--- config.mk ---
export PLATFORM = sky130hd
export DESIGN_NAME = cpu_controller
export DESIGN_NICKNAME = d
export VERILOG_FILES = /design/src/rtl/cpu_controller.sv
export SDC_FILE = /design/constraint.sdc
export NUM_CORES = 1
export LEC_CHECK = 0
export BUFFER_PORTS_ARGS = -buffer_cell sky130_fd_sc_hd__buf_2
export CAP_MARGIN = 20
export CORE_ASPECT_RATIO = 0.8
export CORE_MARGIN = 2
export CORE_UTILIZATION = 48
export CTS_CLUSTER_SIZE = 28
export DETAILED_ROUTE_END_ITERATION = 8
export GPL_TIMING_DRIVEN = 0
export PLACE_DENSITY = 0.75
export SLEW_MARGIN = 20
export SYNTH_ARGS = -nofsm -noshare
export SYNTH_HDL_FRONTEND = slang
export SYNTH_SLANG_ARGS = --single-unit
--- constraint.sdc ---
create_clock -name clk -period 2.1 [get_ports clk]
set_input_delay 0.105 -clock clk [delete_from_list [all_inputs] [get_ports clk]]
set_output_delay 0.105 -clock clk [all_outputs]
set_load 0.02 [all_outputs]
--- src/rtl/cpu_controller.sv ---
// cpu_controller: Moore FSM sequencing fetch, decode, execute and memory phases of a simple CPU datapath.
// Ports: clk/reset (sync, active-high); opcode/op/cond and status_z/n/v pick the decode path; mem_ready ends
// memory waits. Outputs nsel/vsel/load*/write/asel/bsel/pc_sel/msel/mread/mwrite/loadir/halted/fault are
// registered per state. state exposes the current encoding for debug.
module cpu_controller #(
  parameter int MEM_TIMEOUT = 16,
  parameter int TMO_W = 8
) (
  input  logic       clk,
  input  logic       reset,
  input  logic [2:0] opcode,
  input  logic [1:0] op,
  input  logic [2:0] cond,
  input  logic       status_z,
  input  logic       status_n,
  input  logic       status_v,
  input  logic       mem_ready,
  output logic [1:0] nsel,
  output logic [1:0] vsel,
  output logic       loada,
  output logic       loadb,
  output logic       write,
  output logic       asel,
  output logic       bsel,
  output logic       loadc,
  output logic       loads,
  output logic       loadpc,
  output logic       pc_sel,
  output logic       msel,
  output logic       mread,
  output logic       mwrite,
  output logic       loadir,
  output logic       halted,
  output logic       fault,
  output logic [4:0] state
);
  typedef enum logic [4:0] {
    RESET, FETCH, LOADIR, INCPC, DECODE, WR_IMM, LD_B, LD_A, EXEC_A, EXEC_B,
    CMP, WB, ADDR, LD_RD, MEM_RD, WB_MEM, MEM_WR, BRANCH, HALT, FAULT
  } state_t;
  typedef struct packed {
    logic [1:0] nsel, vsel;
    logic loada, loadb, write, asel, bsel, loadc, loads, loadpc, pc_sel, msel, mread, mwrite, loadir, halted, fault;
  } ctl_t;
  localparam logic [TMO_W-1:0] TMO_LAST = TMO_W'(MEM_TIMEOUT > 0 ? MEM_TIMEOUT - 1 : 0);
  state_t state_q, state_d, dec_d;
  logic [TMO_W-1:0] cnt_q, cnt_d;
  ctl_t out_q;
  logic [4:0] oc_op;
  logic nv, taken, bad_cond, tmo;
  function automatic ctl_t ctl_of(state_t s);
    ctl_t c;
    c = '0;
    case (s)
      FETCH:  c.mread = 1'b1;
      LOADIR: c.loadir = 1'b1;
      INCPC:  c.loadpc = 1'b1;
      WR_IMM: begin c.vsel = 2'b01; c.write = 1'b1; end
      LD_B:   begin c.nsel = 2'b10; c.loadb = 1'b1; end
      LD_A:   c.loada = 1'b1;
      EXEC_A: c.loadc = 1'b1;
      EXEC_B: begin c.asel = 1'b1; c.loadc = 1'b1; end
      CMP:    c.loads = 1'b1;
      WB:     begin c.nsel = 2'b01; c.vsel = 2'b11; c.write = 1'b1; end
      ADDR:   begin c.bsel = 1'b1; c.loadc = 1'b1; end
      LD_RD:  begin c.nsel = 2'b01; c.loadb = 1'b1; end
      MEM_RD: begin c.msel = 1'b1; c.mread = 1'b1; end
      WB_MEM: begin c.nsel = 2'b01; c.write = 1'b1; end
      MEM_WR: begin c.msel = 1'b1; c.mwrite = 1'b1; end
      BRANCH: begin c.loadpc = 1'b1; c.pc_sel = 1'b1; end
      HALT:   c.halted = 1'b1;
      FAULT:  c.fault = 1'b1;
      default: c = '0;
    endcase
    return c;
  endfunction
  always_comb begin
    oc_op = {opcode, op};
    nv = status_n ^ status_v;
    bad_cond = cond > 3'd4;
    taken = cond == 3'd0 ? 1'b1 : cond == 3'd1 ? status_z : cond == 3'd2 ? !status_z :
            cond == 3'd3 ? nv : nv | status_z;
    // mem_ready in the last allowed wait cycle still wins over the timeout
    tmo = (MEM_TIMEOUT != 0) && !mem_ready && cnt_q == TMO_LAST;
    dec_d = opcode == 3'b111 ? HALT :
            oc_op == 5'b110_10 ? WR_IMM :
            (oc_op == 5'b110_00 || opcode == 3'b101) ? LD_B :
            (oc_op == 5'b011_00 || oc_op == 5'b100_00) ? LD_A :
            (oc_op != 5'b001_00 || bad_cond) ? FAULT :
            taken ? BRANCH : FETCH;
    state_d = FAULT;
    case (state_q)
      RESET:                          state_d = FETCH;
      FETCH:                          state_d = mem_ready ? LOADIR : tmo ? FAULT : FETCH;
      LOADIR:                         state_d = INCPC;
      INCPC:                          state_d = DECODE;
      DECODE:                         state_d = dec_d;
      WR_IMM, CMP, WB, WB_MEM, BRANCH: state_d = FETCH;
      LD_B:                           state_d = (oc_op == 5'b110_00 || oc_op == 5'b101_11) ? EXEC_B : LD_A;
      LD_A:                           state_d = (opcode == 3'b011 || opcode == 3'b100) ? ADDR : op == 2'b01 ? CMP : EXEC_A;
      EXEC_A, EXEC_B:                 state_d = WB;
      ADDR:                           state_d = opcode == 3'b011 ? MEM_RD : LD_RD;
      LD_RD:                          state_d = MEM_WR;
      MEM_RD:                         state_d = mem_ready ? WB_MEM : tmo ? FAULT : MEM_RD;
      MEM_WR:                         state_d = mem_ready ? FETCH : tmo ? FAULT : MEM_WR;
      HALT:                           state_d = HALT;
      default:                        state_d = FAULT;
    endcase
    // only a wait state staying put counts; any entry starts from zero
    cnt_d = (state_d == state_q && (state_q == FETCH || state_q == MEM_RD || state_q == MEM_WR)) ?
            cnt_q + 1'b1 : '0;
  end
  always_ff @(posedge clk) begin
    if (reset) begin
      state_q <= RESET;
      cnt_q <= '0;
      out_q <= '0;
    end else begin
      state_q <= state_d;
      cnt_q <= cnt_d;
      out_q <= ctl_of(state_d);
    end
  end
  assign {nsel, vsel, loada, loadb, write, asel, bsel, loadc, loads, loadpc, pc_sel, msel, mread, mwrite,
          loadir, halted, fault} = out_q;
  assign state = state_q;
endmodule

# Word level (Yosys, flattened, before mapping)
# Cells that the tools add are included.
# totals
register_bits	32
inputBits	14
output_inout_bits	24
wordCells	137
# op_classes
addsub	1
order_cmp	1
eq_ne	52
muxes	38
bitwise	3
n_reduce_logical	23
# ops
operator	n
$eq 5x4->1 const B	17
$pmux 5 s13	1
$eq 5x5->1 const B	11
$mux 5	11
$eq 5x3->1 const B	7
$eq 5x2->1 const B	4
$mux 1	19
$reduce_or 2->1	6
$eq 5x1->1 const B	2
$eq 3x2->1 const B	3
$eq 3x3->1 const B	3
$reduce_or 3->1	3
$add 8x1->8 const B	1
$eq 8x4->1 const B	1
$pmux 2 s2	2
$logic_or 1x1->1	7
$mux 2	3
$reduce_or 6->1	1
$eq 5x5->1	1
$logic_not 5->1	1
$ne 5x3->1 const B	1
$mux 4	1
$eq 3x1->1 const B	1
$gt 3x3->1 const B	1
8 further kinds	10

# Depth between registers and ports, before layout
# Gate-level depths: netlist of the first run.
# logic_depth
depth_word	17
ltp_mapped	9
mapped_depth_nobuf	7

# Worst setup path after synthesis of the first run
# Ideal clock, no wire load.
# synth_timing
path_type	reg2reg
start	register state_q[0] (netlist: state[0])
end	register cnt_q[1]
setup_time_ps	143
arrival_ps	2286
t_required_ps	1957
slack_ps	-329
path_stages_with_launch	8
n_path_buf	1
synth_period_minus_slack_ps	2429
cell_sequence	dfxtp_1 -> clkbuf_1 -> or4b_2 -> a21o_1 -> o221ai_1 -> a21oi_1 -> mux2i_1 -> nor4b_1
# synth_between
elab_chain_len	7
word_cells_on_any_way	28
classes_between	19 x eq/ne; 1 x mux; 1 x bitwise; 7 x reduce/logical
# synth_lines
item	line_no	source
from (decl)	46	state_t state_q, state_d, dec_d;
from (signal assigned)	119	state_q <= state_d;
$eq 5x3->1, or another cell as far along	92	case (state_q)
$reduce_or 6->1 (no source line) / $reduce_or 2->1 (equally long branches)	--	
$pmux 5 s13	92	
$eq 5x5->1	110	cnt_d = (state_d == state_q && (state_q == FETCH || state_q == MEM_RD || state_q == MEM_WR)) ?
$logic_and 1x1->1 *	110	
$not 1->1 (no source line) *	--	
$reduce_or 2->1 (no source line) *	--	
to (signal assigned)	120	cnt_q <= cnt_d;
to (decl)	47	logic [TMO_W-1:0] cnt_q, cnt_d;
# Mark *: on every way between the ends. The rest lies on a longest branch, timed or not.
# A chain may end at the register's enable or synchronous reset.

# Worst setup path after layout of the first run
# layout_timing
start	register cnt_q[1]
end	register out_q (netlist bit vsel[0])
# layout_between
elab_chain_len	7
word_cells_on_any_way	12
classes_between	3 x eq/ne; 8 x mux; 1 x reduce/logical
# layout_lines
item	line_no	source
$eq 8x4->1 *	84	tmo = (MEM_TIMEOUT != 0) && !mem_ready && cnt_q == TMO_LAST;
$logic_and 1x1->1 *	84	
$mux 2, or another cell as far along	105	MEM_WR: state_d = mem_ready ? FETCH : tmo ? FAULT : MEM_WR;
$mux 5 (on tied branches)	105, 104, 94	
$pmux 5 s13 *	92	
$eq 5x4->1 / $eq 5x3->1 (equally long branches)	54	case (s)
$pmux 2 s2 *	54	
to (signal assigned)	121	out_q <= ctl_of(state_d);
to (decl)	48	ctl_t out_q;
# Marks and branches as above.

==> results of run 1 <==
[cell usage after synthesis (4+ instances only)]
master / n / share of area
o21ai_0: 8 / 0.024
dfxtp_1: 32 / 0.38
clkbuf_1: 11 / 0.024
nand2_1: 13 / 0.029
nor2b_1: 5 / 0.018
a21oi_1: 12 / 0.035
nor3b_1: 7 / 0.031
nor4_1: 7 / 0.026
nor3_1: 11 / 0.032
nand3_1: 10 / 0.029
xor2_1: 4 / 0.021
xnor2_1: 4 / 0.021
nor4b_1: 4 / 0.021
nor2_1: 15 / 0.033
inv_1: 7 / 0.015
[routing by layer]
layer	GRT usage	up-vias	part of all wire
li1	-	880	-
met1	0.321	838	0.47
met3	0.0548	4	0.061
met5	0	-	0
met2	0.332	56	0.47
met4	0.0566	0	0.0067
[kinds of logic after synthesis]
family	after synthesis
AND/OR/NAND/NOR	97
AO/OA/AOI/OAI	43
flip-flops	32
buffers and inverters	20
XOR/XNOR	8
multiplexers	2
adder cells (fa/ha/maj)	1
[worst paths after layout]
check | from | end | slack (ns) | cells past startpoint
setup / recovery | cnt_q[1] | vsel[0] | -0.1 | 8
hold / removal | reset | write | 0.32 | 4
setup reg to reg | cnt_q[1] | vsel[0] | -0.1 | 8
hold reg to reg | cnt_q[0] | cnt_q[0] | 0.53 | 2
[timing repair]
action                                 4_1_cts  5_1_grt
setup buffers                               13        8
resized for setup                           28       21
pin swaps                                    8       13
cloned                                       0        0
setup endpoints to repair                   30       28
endpoints found under the hold margin        0        0
[metrics by stage]
stage	power [mW]	TNS, ns	setup WS, ns
2_1_floorplan	0.816	-0.319	-0.0454
3_3_place_gp	0.882	-7.63	-0.426
3_5_place_dp	0.884	-7.70	-0.409
4_1_cts	1.49	-0.183	-0.102
5_1_grt	1.58	-1.62	-0.148
6_report	1.52	-0.366	-0.0996
[registers in the layout, summed over array words and instances (netlist names), 2 cells and up]
name,cells
cnt_q,8
state,5
vsel,2
nsel,2
[power by group through the flow]
stage               combinational [mW]  sequential [mW]  clock (mW)
floorplan                        0.157            0.659           0
global route                     0.342            0.638       0.597
finish                           0.319            0.637       0.564
CTS                              0.278            0.637       0.576
global placement                 0.237            0.645           0
detailed placement               0.239            0.645           0
[area by class of cell]
| cell class | instances | area, µm² |
|---|---|---|
| Timing Repair Buffer | 57 | 360 |
| Multi-Input combinational cell | 151 | 1220 |
| Clock inverter | 2 | 35.0 |
| Tap cell | 42 | 52.6 |
| Fill cell | 245 | 897 |
| Clock buffer | 6 | 72.6 |
| Buffer | 11 | 98.8 |
| Inverter | 7 | 26.3 |
| Sequential cell | 32 | 657 |
[cell usage in the layout (no fill, tap or decap), types with 5 or more instances in the layout]
cell and instances:
buf_6 5, nor3_1 9, inv_1 7, nor2_1 14, nor2b_1 5, buf_4 17
nand3_1 10, o21ai_0 6, nor3b_1 5, a21oi_2 6, buf_2 36, nand2_1 13
clkbuf_8 6, a21oi_1 5, dfxtp_1 25
[critical path, delay by kind of cell (launching register included)]
family / cells / cell delay [ns]
AO/OA/AOI/OAI: 3 / 0.36
adder cells (fa/ha/maj): 1 / 0.16
buffers and inverters: 1 / 0.15
flip-flops: 1 / 0.34
AND/OR/NAND/NOR: 3 / 1.13
==> out/metrics.yaml, run 1 <==
critical_path:
  crit_path_end_kind: "flip-flop"
  crit_required_ns: 2.32
  timing.critical_path.cells: "ha_4 -> and3_4 -> a21oi_4 -> o21ai_1 -> or4_1 -> buf_6 -> or4_4 -> a21oi_2"
  critPathSlowestCell: "or4_1"
  critical_path_class: "reg2reg"
  slowest_delay_ns: 0.54
  critPathLaunchType: "flip-flop"
  cp.arrival_ns: 2.42
  crit_fanout: 6
finish:
  diodes: 0
  final_util: 0.738
  drive_above_1_share: 0.414
  design_area_um2: 2530
  fin_cells: 308
  nets: 280
  syn_to_final_growth_pct: 48.6
timing:
  rsz0062_at_grt: "yes"
  tightest_slew_ns: 0.976
  whs_ns: 0.319
  fmax_mhz: 455
  hold_violations: 0
  maxSlewViolCount: 0
  setup_slack_ns: -0.0996
  final-setup-viol-count: 9
  fin_crit_ns: 2.20
  period_share: 1.05
  max_slew_margin: 0.341
  clock-skew-final_ns: 0.00576
synth:
  ys_types: 52
  syn_avg_cell_area_um2: 8.38
  synthAdderAreaFrac: 0.00736
  synth_compound_gate_area_share: 0.178
  synth_top_family_by_area: "simple AND/OR/NAND/NOR gates"
  synth-main-ff-cell: "dfxtp_1"
  synth_edf_count: 0
  syn-cell-area_um2: 1700
  synth_xor_area_frac: 0.0412
  synth-seq-area-share: 0.377
  synthSimpleGateAreaFrac: 0.339
  ys_ff_latch: 32
  synth_mux_area_frac: 0.0118
  synth_nets: 218
  ys_warn_count: 0
  netlist_instances: 203
  synthArstFlopShare: 0
floorplanning:
  io_pins: 38
  start_util: 0.497
  chipWidth_um: 70.5
  rows: 19
  die-area_um2: 4040
  core_um2: 3420
  die_y_um: 57.2
cts:
  cts_inserted_buffers: 5
  holdBufCountCts: 0
  cts-root-buf: "clkbuf_8"
  htree_levels: 2
  cts_tree: "done"
  path_clk_slew_ns: 0.06
  cts_sinks: 32
  clkLatencyLatePin_ns: 0.28
  cts.path.max_buffers: 2
power:
  switching_share: 0.267
  p_sw_mw: 0.405
  power.density_nw_per_um2: 602
  power_frac_seq: 0.419
  intPower_mw: 1.11
  pwr-share-clk: 0.371
  comb_power_share: 0.210
  ir_worst_vdd_mv: 0.831
  p_leak_nw: 1.02
routing:
  vias: 1778
  drtAntennaViolNets: 0
  dr.pass1.iters: 4
  routed_wl_mm: 4.65
  drt_iter0_drc: 109
  drc: 0
  drt-wirelength-per-cell_um: 15.1
  via_per_inst: 5.77
worst_hold_path:
  hold_path_class: "in2reg"
placement:
  dp.cells: 281
  io_buffers: 36
  postPlaceCellArea_um2: 2040
  dp_hpwl_mm: 2.84
  routabilityCongestion: 0.828
status:
  violations: "negative setup slack"
  status: "finished with violations"
global_route:
  grt_pass1_wl_mm: 7.14
  grt_max_degree: 11
  grt_pass1_vias: 1539
  overflow: 0
  antenna_found_initial: 0
  grt_util_all_layers: 0.221
job:
  maxCapViolations: 0
Note: power is estimated with default switching activity, not from simulation.
==> run 2, diff against run 1 <==
CORE_MARGIN = 4   (was 2)
CORE_UTILIZATION = 53   (was 48)
PLACE_DENSITY = 0.78   (was 0.75)
clock period = 2.2 ns   (was 2.1 ns; I/O delays follow)
==> out/metrics.yaml, run 2 (synthesis gave the netlist of run 1 again) <==
routing:
  drc: 0  # unchanged
  routed_wl_mm: 4.94  # was 4.65 mm
  drt-wirelength-per-cell_um: 16.5  # was 15.1 µm
  vias: 1788  # was 1,778
  via_per_inst: 5.96  # was 5.77
  drtAntennaViolNets: 0  # unchanged
  dr.pass1.iters: 4  # unchanged
  drt_iter0_drc: 120  # was 109
power:
  power.density_nw_per_um2: 564  # was 602 nW/µm²
  p_leak_nw: 0.983  # was 1.02 nW
  p_total_mw: 1.37  # was 1.52 mW
  ir_worst_vdd_mv: 0.538  # was 0.831 mV
finish:
  largest_register_ffs: 8  # unchanged
  design_area_um2: 2430  # was 2530 µm²
  nets: 275  # was 280
  final_cell_mix: "buf_2 (36), dfxtp_1 (25), buf_4 (17)"  # unchanged
  top_register: "cnt_q"  # unchanged
  diodes: 0  # unchanged
  final.fill_count: 199  # was 245
  layout_commonest_cell: "buf_2"  # unchanged
  fin_cells: 300  # was 308
  final-seq-area_um2: 659  # was 657 µm²
  multi_input_area_um2: 1210  # was 1220 µm²
  final_util: 0.787  # was 0.738
  syn_to_final_growth_pct: 42.8  # was 48.6%
  drive_above_1_share: 0.408  # was 0.414
cts:
  cts_inserted_buffers: 5  # unchanged
  clkLatencyLatePin_ns: 0.28  # about the same
  htree_levels: 2  # unchanged
  cts_tree: "done"  # unchanged
  cts-root-buf: "clkbuf_8"  # unchanged
  path_clk_slew_ns: 0.06  # about the same
  cts_sinks: 32  # unchanged
  cts.path.max_buffers: 2  # unchanged
floorplanning:
  die_y_um: 58.7  # was 57.2 µm
  chipWidth_um: 71.3  # was 70.5 µm
  die-area_um2: 4180  # was 4040 µm²
  start_util: 0.551  # was 0.497
  io_pins: 38  # unchanged
  rows: 18  # was 19
  core_um2: 3090  # was 3420 µm²
timing:
  max_slew_margin: 0.370  # was 0.341
  setup_tns_ns: -0.0488  # was -0.366 ns
  clock-skew-final_ns: 0.00678  # was 0.00576 ns
  whs_ns: 0.314  # was 0.319 ns
  rsz0062_at_grt: "yes"  # unchanged
  period_share: 1.02  # was 1.05
  maxSlewViolCount: 0  # unchanged
  final-setup-viol-count: 2  # was 9
  fmax_mhz: 447  # was 455 MHz
  setup_slack_ns: -0.0375  # was -0.0996 ns
  hold_violations: 0  # unchanged
  tightest_slew_ns: 0.933  # was 0.976 ns
  fin_crit_ns: 2.24  # was 2.20 ns
critical_path:
  slowest_delay_ns: 0.45  # was 0.54 ns
  timing.critical_path.cells: "ha_4 -> and4b_2 -> nand4_1 -> o211ai_1 -> or4_1 -> buf_6 -> or4_4 -> a21oi_2"  # was ha_4 -> and3_4 -> a21oi_4 -> o21ai_1 -> or4_1 -> buf_6 -> or4_4 -> a21oi_2
  r2r_setup_slack_ns: -0.04  # was -0.1 ns
  cp-startpoint: "cnt_q[0]"  # was cnt_q[1]
  crit-reg2reg-launch: "cnt_q[0]"  # was cnt_q[1]
  reg2regPathDepth: 8  # unchanged
  cp.arrival_ns: 2.45  # was 2.42 ns
  setup.worst_path.end: "vsel[0]"  # unchanged
  rr_endpoint: "vsel[0]"  # unchanged
  cp_top_family: "simple AND/OR/NAND/NOR gates"  # unchanged
  critPathLaunchType: "flip-flop"  # unchanged
  critical_path_class: "reg2reg"  # unchanged
  crit_fanout: 6  # unchanged
  crit_path_end_kind: "flip-flop"  # unchanged
  worst-path-buf-inv: 1  # unchanged
  critPathSlowestCell: "or4_4"  # was or4_1
  cp_num_cells: 8  # unchanged
  crit_required_ns: 2.41  # was 2.32 ns
global_route:
  overflow: 0  # unchanged
  grt_util_all_layers: 0.230  # was 0.221
  grt_pass1_vias: 1601  # was 1,539
  grt_max_degree: 11  # unchanged
  grt_pass1_wl_mm: 7.60  # was 7.14 mm
  antenna_found_initial: 0  # unchanged
placement:
  io_buffers: 36  # unchanged
  postPlaceCellArea_um2: 2010  # was 2040 µm²
  dp_hpwl_mm: 3.03  # was 2.84 mm
  dp.cells: 279  # was 281
  routabilityCongestion: 0.867  # was 0.828
  dp_slack_ns: -0.403  # was -0.409 ns
worst_hold_path:
  hold_path_class: "in2reg"  # unchanged
  min_from: "reset"  # unchanged
status:
  violations: "negative setup slack"  # unchanged
  status: "finished with violations"  # unchanged
job:
  maxCapViolations: 0  # unchanged
run 2: cell types whose count changed in the layout (fill, tap and decap cells not counted), sizes merged:
cell | before | now
buf | 59 | 54
bufinv | 1 | 0
clkbuf | 15 | 16
clkinv | 1 | 0
run 2: worst min-delay path by stage:
stage | end | cells after the start | slack [ns]
2_1_floorplan | vsel[0] | 3 | 0.40
3_3_place_gp | cnt_q[0] | 1 | 0.45
3_5_place_dp | cnt_q[0] | 1 | 0.46
4_1_cts | loadb | 5 | 0.31
5_1_grt | nsel[1] | 5 | 0.34
6_report | nsel[1] | 5 | 0.31
run 2: area by class of cell:
cell class | instances | share of cell area
sequential | 32 | 0.272
clock buffer | 7 | 0.0397
inverter | 7 | 0.0108
multi-input combinational | 151 | 0.500
timing repair buffer | 52 | 0.124
tap | 40 | 0.0206
buffer | 11 | 0.0340
run 2: per-layer routing:
metal	GRT usage	up-vias	routed length, µm
met4	0.0697	0	76
met5	0	-	0
met2	0.351	57	2340
li1	-	865	-
met3	0.0666	8	309
met1	0.315	858	2200
run 2: timing repair:
action / in CTS / in global routing
hold buffers: 0 / 0
buffers inserted: 11 / 5
pin swaps: 4 / 8
setup endpoints to repair: 27 / 27
gates resized for setup: 23 / 24
run 2: power breakdown:
part,switching (mW),leakage [nW],internal (mW)
logic,0.164,0.669,0.116
clock network,0.202,0.0503,0.278
registers,0.0152,0.263,0.593
run 2: worst reg2reg max path: stages (launching register included):
cell and delay (ns):
dfxtp_4 0.35, ha_4 0.16, and4b_2 0.23, nand4_1 0.13, o211ai_1 0.11, or4_1 0.43
buf_6 0.15, or4_4 0.45, a21oi_2 0.15
==> run 3, diff against run 2 <==
PLACE_DENSITY = 0.8   (was 0.78)
==> out/metrics.yaml, run 3 (synthesis gave the netlist of run 1 again) <==
floorplanning:
  rows: 18  # unchanged
  die-area_um2: 4180  # unchanged
  start_util: 0.551  # unchanged
  chipWidth_um: 71.3  # unchanged
  core_um2: 3090  # unchanged
  die_y_um: 58.7  # unchanged
  io_pins: 38  # unchanged
critical_path:
  crit_required_ns: 2.42  # was 2.41 ns
  reg2regPathDepth: 7  # was 8
  critical_path_class: "reg2reg"  # unchanged
  cp.arrival_ns: 2.42  # was 2.45 ns
  r2r_setup_slack_ns: 0.001  # was -0.04 ns
  crit-reg2reg-launch: "cnt_q[0]"  # unchanged
  critPathLaunchType: "flip-flop"  # unchanged
  cp-startpoint: "cnt_q[0]"  # unchanged
  crit_fanout: 3  # was 6
  crit_path_end_kind: "flip-flop"  # unchanged
  setup.worst_path.end: "vsel[0]"  # unchanged
  rr_endpoint: "vsel[0]"  # unchanged
timing:
  fin_crit_ns: 2.20  # was 2.24 ns
  tightest_slew_ns: 0.851  # was 0.933 ns
  hold_violations: 0  # unchanged
  fmax_mhz: 455  # was 447 MHz
  clock-skew-final_ns: 0.00608  # was 0.00678 ns
  final-setup-viol-count: 0  # was 2
  max_slew_margin: 0.425  # was 0.370
  maxSlewViolCount: 0  # unchanged
  rsz0062_at_grt: "yes"  # unchanged
  period_share: 0.999  # was 1.02
routing:
  via_per_inst: 6.13  # was 5.96
  drt_iter0_drc: 148  # was 120
  drt-wirelength-per-cell_um: 17.0  # was 16.5 µm
  vias: 1821  # was 1,788
  drc: 0  # unchanged
  dr.pass1.iters: 4  # unchanged
  drtAntennaViolNets: 0  # unchanged
  routed_wl_mm: 5.04  # was 4.94 mm
cts:
  path_clk_slew_ns: 0.07  # was 0.06 ns
  cts_tree: "done"  # unchanged
  cts_sinks: 32  # unchanged
  holdBufCountCts: 0  # unchanged
  cts_inserted_buffers: 5  # unchanged
  cts.path.max_buffers: 2  # unchanged
  cts-root-buf: "clkbuf_8"  # unchanged
  htree_levels: 2  # unchanged
  clkLatencyLatePin_ns: 0.28  # about the same
global_route:
  grt_pass1_vias: 1607  # was 1,601
  grt_util_met2: 0.368  # was 0.351
  met1_usage: 0.345  # was 0.315
  antenna_found_initial: 0  # unchanged
  grt_max_degree: 11  # unchanged
  grt_pass1_wl_mm: 8.03  # was 7.60 mm
  overflow: 0  # unchanged
  grtUsageMet3: 0.0631  # was 0.0666
  busiest_layer: "met2"  # unchanged
  grt_util_all_layers: 0.245  # was 0.230
job:
  maxCapViolations: 0  # unchanged
finish:
  final_cell_mix: "buf_2 (36), dfxtp_1 (25), nor2_1 (15)"  # was buf_2 (36), dfxtp_1 (25), buf_4 (17)
  top_register: "cnt_q"  # unchanged
  nets: 272  # was 275
  syn_to_final_growth_pct: 42.2  # was 42.8%
  final.fill_count: 219  # was 199
  fin_cells: 297  # was 300
  diodes: 0  # unchanged
  drive_above_1_share: 0.389  # was 0.408
  largest_register_ffs: 8  # unchanged
  layout_commonest_cell: "buf_2"  # unchanged
power:
  p_total_mw: 1.37  # about the same
  power.density_nw_per_um2: 568  # was 564 nW/µm²
  p_leak_nw: 0.963  # was 0.983 nW
  ir_worst_vdd_mv: 0.541  # was 0.538 mV
placement:
  dp.cells: 279  # unchanged
  io_buffers: 36  # unchanged
  dp_hpwl_mm: 3.06  # was 3.03 mm
  routabilityCongestion: 0.898  # was 0.867
status:
  status: "finished clean"  # was finished with violations
worst_hold_path:
  hold_path_class: "in2reg"  # unchanged
==> run 3: cell count changes in the layout (fill, tap and decap cells not counted), sizes merged <==
cell	change
buf	-3
==> run 3: critical path, cell delays in order, from the launching register on <==
cell and delay, ns:
dfxtp_4 0.35, ha_4 0.16, and4b_2 0.25, nand4_1 0.14
o211ai_1 0.11, or4_4 0.47, or4_4 0.52, a21oi_2 0.15
==> run 3: worst min path at each step <==
stage	start	end	slack [ns]	cells past startpoint
floorplan	reset	vsel[0]	0.40	3
global placement	cnt_q[0]	cnt_q[0]	0.45	1
detailed placement	cnt_q[0]	cnt_q[0]	0.47	1
CTS	reset	vsel[0]	0.30	4
global route	reset	write	0.33	4
finish	reset	write	0.31	4
==> run 3: metal layers <==
metal  routed length (µm)  share of wire  vias to the layer above
li1                     -              -                      861
met1                 2120           0.42                      864
met2                 2450           0.49                       91
met3                  440          0.087                        5
met4                   37         0.0073                        0
met5                    0              0                        -
==> run 3: through the flow <==
| step | hold slack, ns | instance area [µm²] | setup WS (ns) | utilization | setup TNS (ns) |
|---|---|---|---|---|---|
| global placement | 0.447 | 2010 | -0.418 | 0.652 | -6.25 |
| floorplan | 0.398 | 1780 | 0.0433 | - | 0 |
| finish | 0.311 | 2420 | 0.00134 | 0.784 | 0 |
| CTS | 0.300 | 2320 | 0.00131 | 0.751 | 0 |
| global route | 0.329 | 2420 | -0.0834 | 0.784 | -0.385 |
| detailed placement | 0.473 | 2010 | -0.478 | 0.652 | -6.32 |
==> run 3: timing repair <==
action,CTS,global route
setup buffers,11,3
pin swaps,8,6
endpoints found under the setup margin,28,24
gates resized for setup,24,25
==> run 3: final cells by class <==
| cell class | instances | area (µm²) | share of cell area |
|---|---|---|---|
| Clock buffer | 7 | 96.3 | 0.0398 |
| Tap cell | 40 | 50.0 | 0.0207 |
| Sequential cell | 32 | 659 | 0.273 |
| Buffer | 10 | 73.8 | 0.0305 |
| Inverter | 7 | 26.3 | 0.0109 |
| Multi-Input combinational cell | 151 | 1210 | 0.501 |
| Timing Repair Buffer | 50 | 302 | 0.125 |
==> run 3: power by group <==
group	total (mW)	switching, mW	internal, mW
combinational	0.287	0.167	0.121
sequential	0.607	0.0148	0.592
clock	0.478	0.200	0.278
